`config.mk`:
```
export PLATFORM = sky130hd
export DESIGN_NAME = packet_writer
export DESIGN_NICKNAME = d
export VERILOG_FILES = /design/src/rtl/packet_writer.sv
export SDC_FILE = /design/constraint.sdc
export NUM_CORES = 1
export LEC_CHECK = 0
export ABC_AREA = 1
export CAP_MARGIN = 5
export CORE_MARGIN = 2
export CORE_UTILIZATION = 55
export CTS_CLUSTER_DIAMETER = 120
export DETAILED_ROUTE_END_ITERATION = 6
export HOLD_SLACK_MARGIN = 0.03
export PLACE_DENSITY = 0.78
export RECOVER_POWER = 25
export SKIP_CTS_REPAIR_TIMING = 1
export SLEW_MARGIN = 20
export SYNTH_ARGS = -nofsm -noshare
export SYNTH_HDL_FRONTEND = slang
export SYNTH_SLANG_ARGS = --single-unit
```
`constraint.sdc`:
```
create_clock -name clk1 -period 3.8 [get_ports clk1]
set_input_delay 0.57 -clock clk1 [delete_from_list [all_inputs] [get_ports clk1]]
set_output_delay 0.57 -clock clk1 [all_outputs]
set_load 0.01 [all_outputs]
```
`src/rtl/packet_writer.sv`:
```
// packet_writer: ingress byte-stream to FIFO-slot writer.
// Frames source/dest/size/payload/crc, commits the slot on a good checksum.
module packet_writer #(
    parameter int UWIDTH    = 8,
    parameter int PTR_IN_SZ = 4,
    parameter int MAX_SIZE  = 12
) (
    input  logic                 clk1,
    input  logic                 rst,
    input  logic                 in_valid,
    input  logic [UWIDTH-1:0]    in_data,
    output logic                 in_ready,
    input  logic                 wfull,
    output logic [PTR_IN_SZ-1:0] waddr_in,
    output logic [UWIDTH-1:0]    wdata,
    output logic                 winc,
    output logic                 pkt_sent,
    output logic                 crc_err,
    output logic                 len_err
);

    typedef enum logic [2:0] {
        IDLE = 3'd0,
        DEST = 3'd1,
        SIZE = 3'd2,
        DATA = 3'd3,
        CRC  = 3'd4,
        GAP  = 3'd5,
        DROP = 3'd6
    } state_t;

    localparam logic [UWIDTH-1:0] MAX_V = UWIDTH'(MAX_SIZE);

    state_t                 state_q, state_d;
    logic [7:0]             size_q, size_d;
    logic [7:0]             cnt_q, cnt_d;
    logic [UWIDTH-1:0]      csum_q, csum_d;
    logic [PTR_IN_SZ-1:0]   waddr_q, waddr_d;
    logic [UWIDTH-1:0]      wdata_q, wdata_d;
    logic                   winc_q, winc_d;
    logic                   sent_q, sent_d;
    logic                   crc_err_q, crc_err_d;
    logic                   len_err_q, len_err_d;
    logic                   xfer;

    // Ready depends only on state; wfull can only hold off a new packet.
    always_comb begin
        in_ready = 1'b0;
        unique case (state_q)
            IDLE:    in_ready = !wfull;
            GAP:     in_ready = 1'b0;
            default: in_ready = 1'b1;
        endcase
        in_ready = in_ready & rst;
    end

    assign xfer = in_valid & in_ready;

    // Framing: next state, slot address/data, checksum and event pulses.
    always_comb begin
        state_d   = state_q;
        size_d    = size_q;
        cnt_d     = cnt_q;
        csum_d    = csum_q;
        waddr_d   = waddr_q;
        wdata_d   = wdata_q;
        winc_d    = 1'b0;
        sent_d    = 1'b0;
        crc_err_d = 1'b0;
        len_err_d = 1'b0;
        unique case (state_q)
            IDLE: begin
                if (xfer) begin
                    waddr_d = '0;
                    wdata_d = in_data;
                    csum_d  = csum_q ^ in_data;
                    state_d = DEST;
                end
            end
            DEST: begin
                if (xfer) begin
                    waddr_d = PTR_IN_SZ'(1);
                    wdata_d = in_data;
                    csum_d  = csum_q ^ in_data;
                    state_d = SIZE;
                end
            end
            SIZE: begin
                if (xfer) begin
                    waddr_d = PTR_IN_SZ'(2);
                    wdata_d = in_data;
                    csum_d  = csum_q ^ in_data;
                    size_d  = 8'(in_data);
                    if (in_data > MAX_V) begin
                        // count holds remaining-1 so size=255 fits in 8 bits
                        len_err_d = 1'b1;
                        cnt_d     = 8'(in_data);
                        state_d   = DROP;
                    end else if (in_data == '0) begin
                        state_d = CRC;
                    end else begin
                        cnt_d   = 8'd0;
                        state_d = DATA;
                    end
                end
            end
            DATA: begin
                if (xfer) begin
                    waddr_d = PTR_IN_SZ'(cnt_q + 8'd3);
                    wdata_d = in_data;
                    csum_d  = csum_q ^ in_data;
                    cnt_d   = cnt_q + 8'd1;
                    if ((cnt_q + 8'd1) == size_q) begin
                        state_d = CRC;
                    end
                end
            end
            CRC: begin
                if (xfer) begin
                    waddr_d = PTR_IN_SZ'(size_q + 8'd3);
                    wdata_d = in_data;
                    if (in_data == csum_q) begin
                        winc_d = 1'b1;
                        sent_d = 1'b1;
                    end else begin
                        crc_err_d = 1'b1;
                    end
                    state_d = GAP;
                end
            end
            GAP: begin
                csum_d  = '0;
                cnt_d   = 8'd0;
                state_d = IDLE;
            end
            DROP: begin
                if (xfer) begin
                    if (cnt_q == 8'd0) begin
                        state_d = GAP;
                    end else begin
                        cnt_d = cnt_q - 8'd1;
                    end
                end
            end
            default: state_d = IDLE;
        endcase
    end

    // State and registered outputs; reset aborts any packet in flight.
    always_ff @(posedge clk1 or negedge rst) begin
        if (!rst) begin
            state_q   <= IDLE;
            size_q    <= 8'd0;
            cnt_q     <= 8'd0;
            csum_q    <= '0;
            waddr_q   <= '0;
            wdata_q   <= '0;
            winc_q    <= 1'b0;
            sent_q    <= 1'b0;
            crc_err_q <= 1'b0;
            len_err_q <= 1'b0;
        end else begin
            state_q   <= state_d;
            size_q    <= size_d;
            cnt_q     <= cnt_d;
            csum_q    <= csum_d;
            waddr_q   <= waddr_d;
            wdata_q   <= wdata_d;
            winc_q    <= winc_d;
            sent_q    <= sent_d;
            crc_err_q <= crc_err_d;
            len_err_q <= len_err_d;
        end
    end

    assign waddr_in = waddr_q;
    assign wdata    = wdata_q;
    assign winc     = winc_q;
    assign pkt_sent = sent_q;
    assign crc_err  = crc_err_q;
    assign len_err  = len_err_q;

endmodule

```
==> key figures <==
Drt
  • Metal2 WL: 2730 um
  • Drt drc: 0
  • Met3 wire len: 311 um
  • Routed wire per std cell: 14.2 um
  • Via Count: 2,421
  • Starting DRT DRC Count: 237
  • DR vias/cell: 5.66
  • Drt pass-1 iters: 5
  • Final ANT Viol Nets: 0
  • Post-Route M1 WL: 2850 um
  • Total Routed Length: 6070 um
  • Max Used Layer: met4

Synthesis
  • Synth area leaders: dfrtp_1 (41%), nand2_1 (14%), nand3_1 (9.9%), inv_1 (5.2%), o21ai_0 (4.3%)
  • Register area share after synthesis: 0.414
  • Synthesized flop and latch total: 42
  • Most frequent cells after synthesis: nand2_1 (92), nand3_1 (50), dfrtp_1 (42), inv_1 (35), nor2_1 (23)
  • Top-count cell post-synth: nand2_1
  • Synthesized cell area: 2540 um2
  • Main flop type after synthesis: dfrtp_1
  • EDFF count, synth: 0
  • Post-synthesis async set-or-reset flop share: 1.00
  • Mapped Nets: 363
  • Mean Syn Cell Area: 7.29 um2
  • Synth cell types: 34
  • Yosys top cell area share: 0.414
  • Mapped Cells: 348
  • Synth Warn #: 0
  • Synth area leader: dfrtp_1

Finish
  • Final Util: 0.664
  • Final net count: 390
  • P&R area growth vs syn: 15.5%
  • Ant. Diodes: 0
  • Non-Filler Instances: 428
  • Share of cells above drive strength 1: 0.0691
  • Design area: 2930 um2

STA
  • Max-slew violations: 43
  • Layout Skew: 0.00682 ns
  • Slew margin rel.: -0.476
  • Final setup vio count: 0
  • Fin crit period: 2.44 ns
  • Unrepaired setup endpoints after global routing: no
  • Final Hold Viols: 0
  • Setup tns final: 0 ns
  • Actual slew at the worst max-slew pin: 2.21 ns
  • Fmax: 409 MHz
  • Fin crit share: 0.643

Placed design
  • Inst Count DP: 420
  • Cell Area, Placed: 2830 um2
  • IO Port Bufs: 28
  • Post-DP HPWL: 4580 um
  • GP Congestion: 1.08

Floorplan
  • Core ar.: 4410 um2
  • Initial core utilization: 0.575
  • Die ar.: 5170 um2
  • Num ports: 29
  • Die Y: 71.9 um
  • Chip Width: 71.9 um
  • Num rows: 24

Worst setup path
  • Startpoint Class: flip-flop
  • Critical path class: flip-flop to primary output
  • CP required: 3.23 ns
  • Crit. Startpoint: state_q[2]$_DFFE_PN0P_
  • Worst path arrival time: 1.87 ns
  • Slowest CP cell: clkdlybuf4s50_1
  • Sequence of cells on the critical path: nand2_1 -> nor2_1 -> inv_2 -> and3_4 -> clkdlybuf4s50_1
  • Worst Setup End Kind: primary output
  • CP top delay family: buffers and inverters
  • Worst Path Buf+Inv: 2
  • Peak fanout along the critical path: 10
  • FF-to-FF Start: cnt_q[0]$_DFFE_PN0P_
  • Slowest Stage Delay on Critical Path: 0.54 ns

CTS
  • CTS tree: built
  • CTS max path bufs: 2
  • Clk sink count: 42
  • CTS HTree Levels: 2
  • Clk_lat worst skew: 0.30 ns
  • CTS Buf Count: 5
  • Root Driver: clkbuf_8
  • Clock transition at the registers of the reported paths: 0.08 ns

Power and ir drop
  • Maximum VDD drop: 370 uV
  • P per Cell Area: 790 nW/um2
  • Leak: 0.00143 uW

Global route
  • Vias in the first global route: 2,272
  • Initial antenna violation count: 0
  • Gr usage total: 0.260
  • Largest net degree at the start of global routing: 43
  • First-pass GRT wire length: 10,500 um
  • Grt ovf: 0

Worst hold path
  • Worst hold path type: flip-flop to flip-flop
  • Worst hold start: waddr_in[1]$_DFFE_PN0P_

Run status
  • Status: complete, but fails checks
  • Violated checks: capacitance limit, slew limit

Run
  • Max cap viols: 1
==> metrics by stage <==
stage	hold slack (ns)	total power, uW	worst slack [ns]
detailed placement	0.463	1960	1.44
floorplan	0.274	1630	2.01
finish	0.485	2320	1.36
global route	0.515	2520	0.901
global placement	0.460	1920	1.46
CTS	0.386	2310	1.34
==> cells by family (layout without fill, tap and decap cells) <==
logic type | after synthesis | count (layout) | share of synthesized area
AOI/OAI and AO/OA | 54 | 54 | 0.114
and+or+nand+nor | 187 | 187 | 0.330
adders and majority gates | 3 | 3 | 0.0148
xor gates and xnor gates | 13 | 13 | 0.0449
DFF | 42 | 42 | 0.414
buffers and inverters | 49 | 77 | 0.0823
==> worst paths after layout <==
| path | to | slack, ns | cells past startpoint |
|---|---|---|---|
| setup / recovery | in_ready | 1.36 | 5 |
| hold / removal | waddr_in[1]$_DFFE_PN0P_ | 0.49 | 2 |
| setup reg to reg | cnt_q[2]$_DFFE_PN0P_ | 1.63 | 11 |
| hold reg to reg | waddr_in[1]$_DFFE_PN0P_ | 0.49 | 2 |
| max in group asynchronous | cnt_q[3]$_DFFE_PN0P_ | 1.44 | 2 |
| min in group asynchronous | wdata[0]$_DFFE_PN0P_ | 1.09 | 2 |
==> cell usage in the layout, fill, tap and decap left out, types with 2 or more instances in the layout <==
master           synthesis  layout
inv_2                    5       5
nand2_1                 92      92
o22ai_1                  2       2
nand3_1                 50      50
ha_1                     3       3
o21ai_1                 21      21
nand2_2                  6       6
clkdlybuf4s50_1          0      27
xnor2_1                  6       6
nor2_1                  23      23
dfrtp_1                 42      42
nor2_2                   3       3
o21ai_0                 22      22
clkbuf_1                 0       3
a31oi_1                  2       2
nand4_1                  4       4
xor2_1                   7       7
a21oi_1                  2       2
clkbuf_8                 0       5
inv_1                   35      35
==> sequential cells by signal, indices dropped and copies added (netlist names) <==
register	count
pkt_sent	1
state_q	3
size_q	8
crc_err	1
len_err	1
cnt_q	8
csum_q	8
wdata	8
waddr_in	4
==> final cells by class <==
| type | instances | area (um2) |
|---|---|---|
| well taps | 52 | 65.1 |
| flip-flops and latches | 42 | 1050 |
| clock inverters | 2 | 37.5 |
| multi-input cells | 257 | 1280 |
| repair buffers | 29 | 278 |
| inverters | 40 | 150 |
| fillers | 403 | 1480 |
| clock buffers | 6 | 72.6 |
==> power breakdown <==
part           total, uW  switching [uW]  internal [uW]
Clock                351             155            196
Sequential           820             183            637
Combinational       1150             678            468
Total               2320            1020           1300
==> worst min-delay path, cell delays in order (launching register included) <==
cell and delay, ns:
dfrtp_1 0.35, nand2_1 0.06, nand2_1 0.05
==> layer usage <==
layer | up-vias | GRT usage
li1 | 1187 | -
met1 | 1118 | 0.374
met2 | 93 | 0.395
met3 | 23 | 0.0431
met4 | 0 | 0.101
met5 | - | 0
No activity file was read; power rests on OpenSTA's default activity.
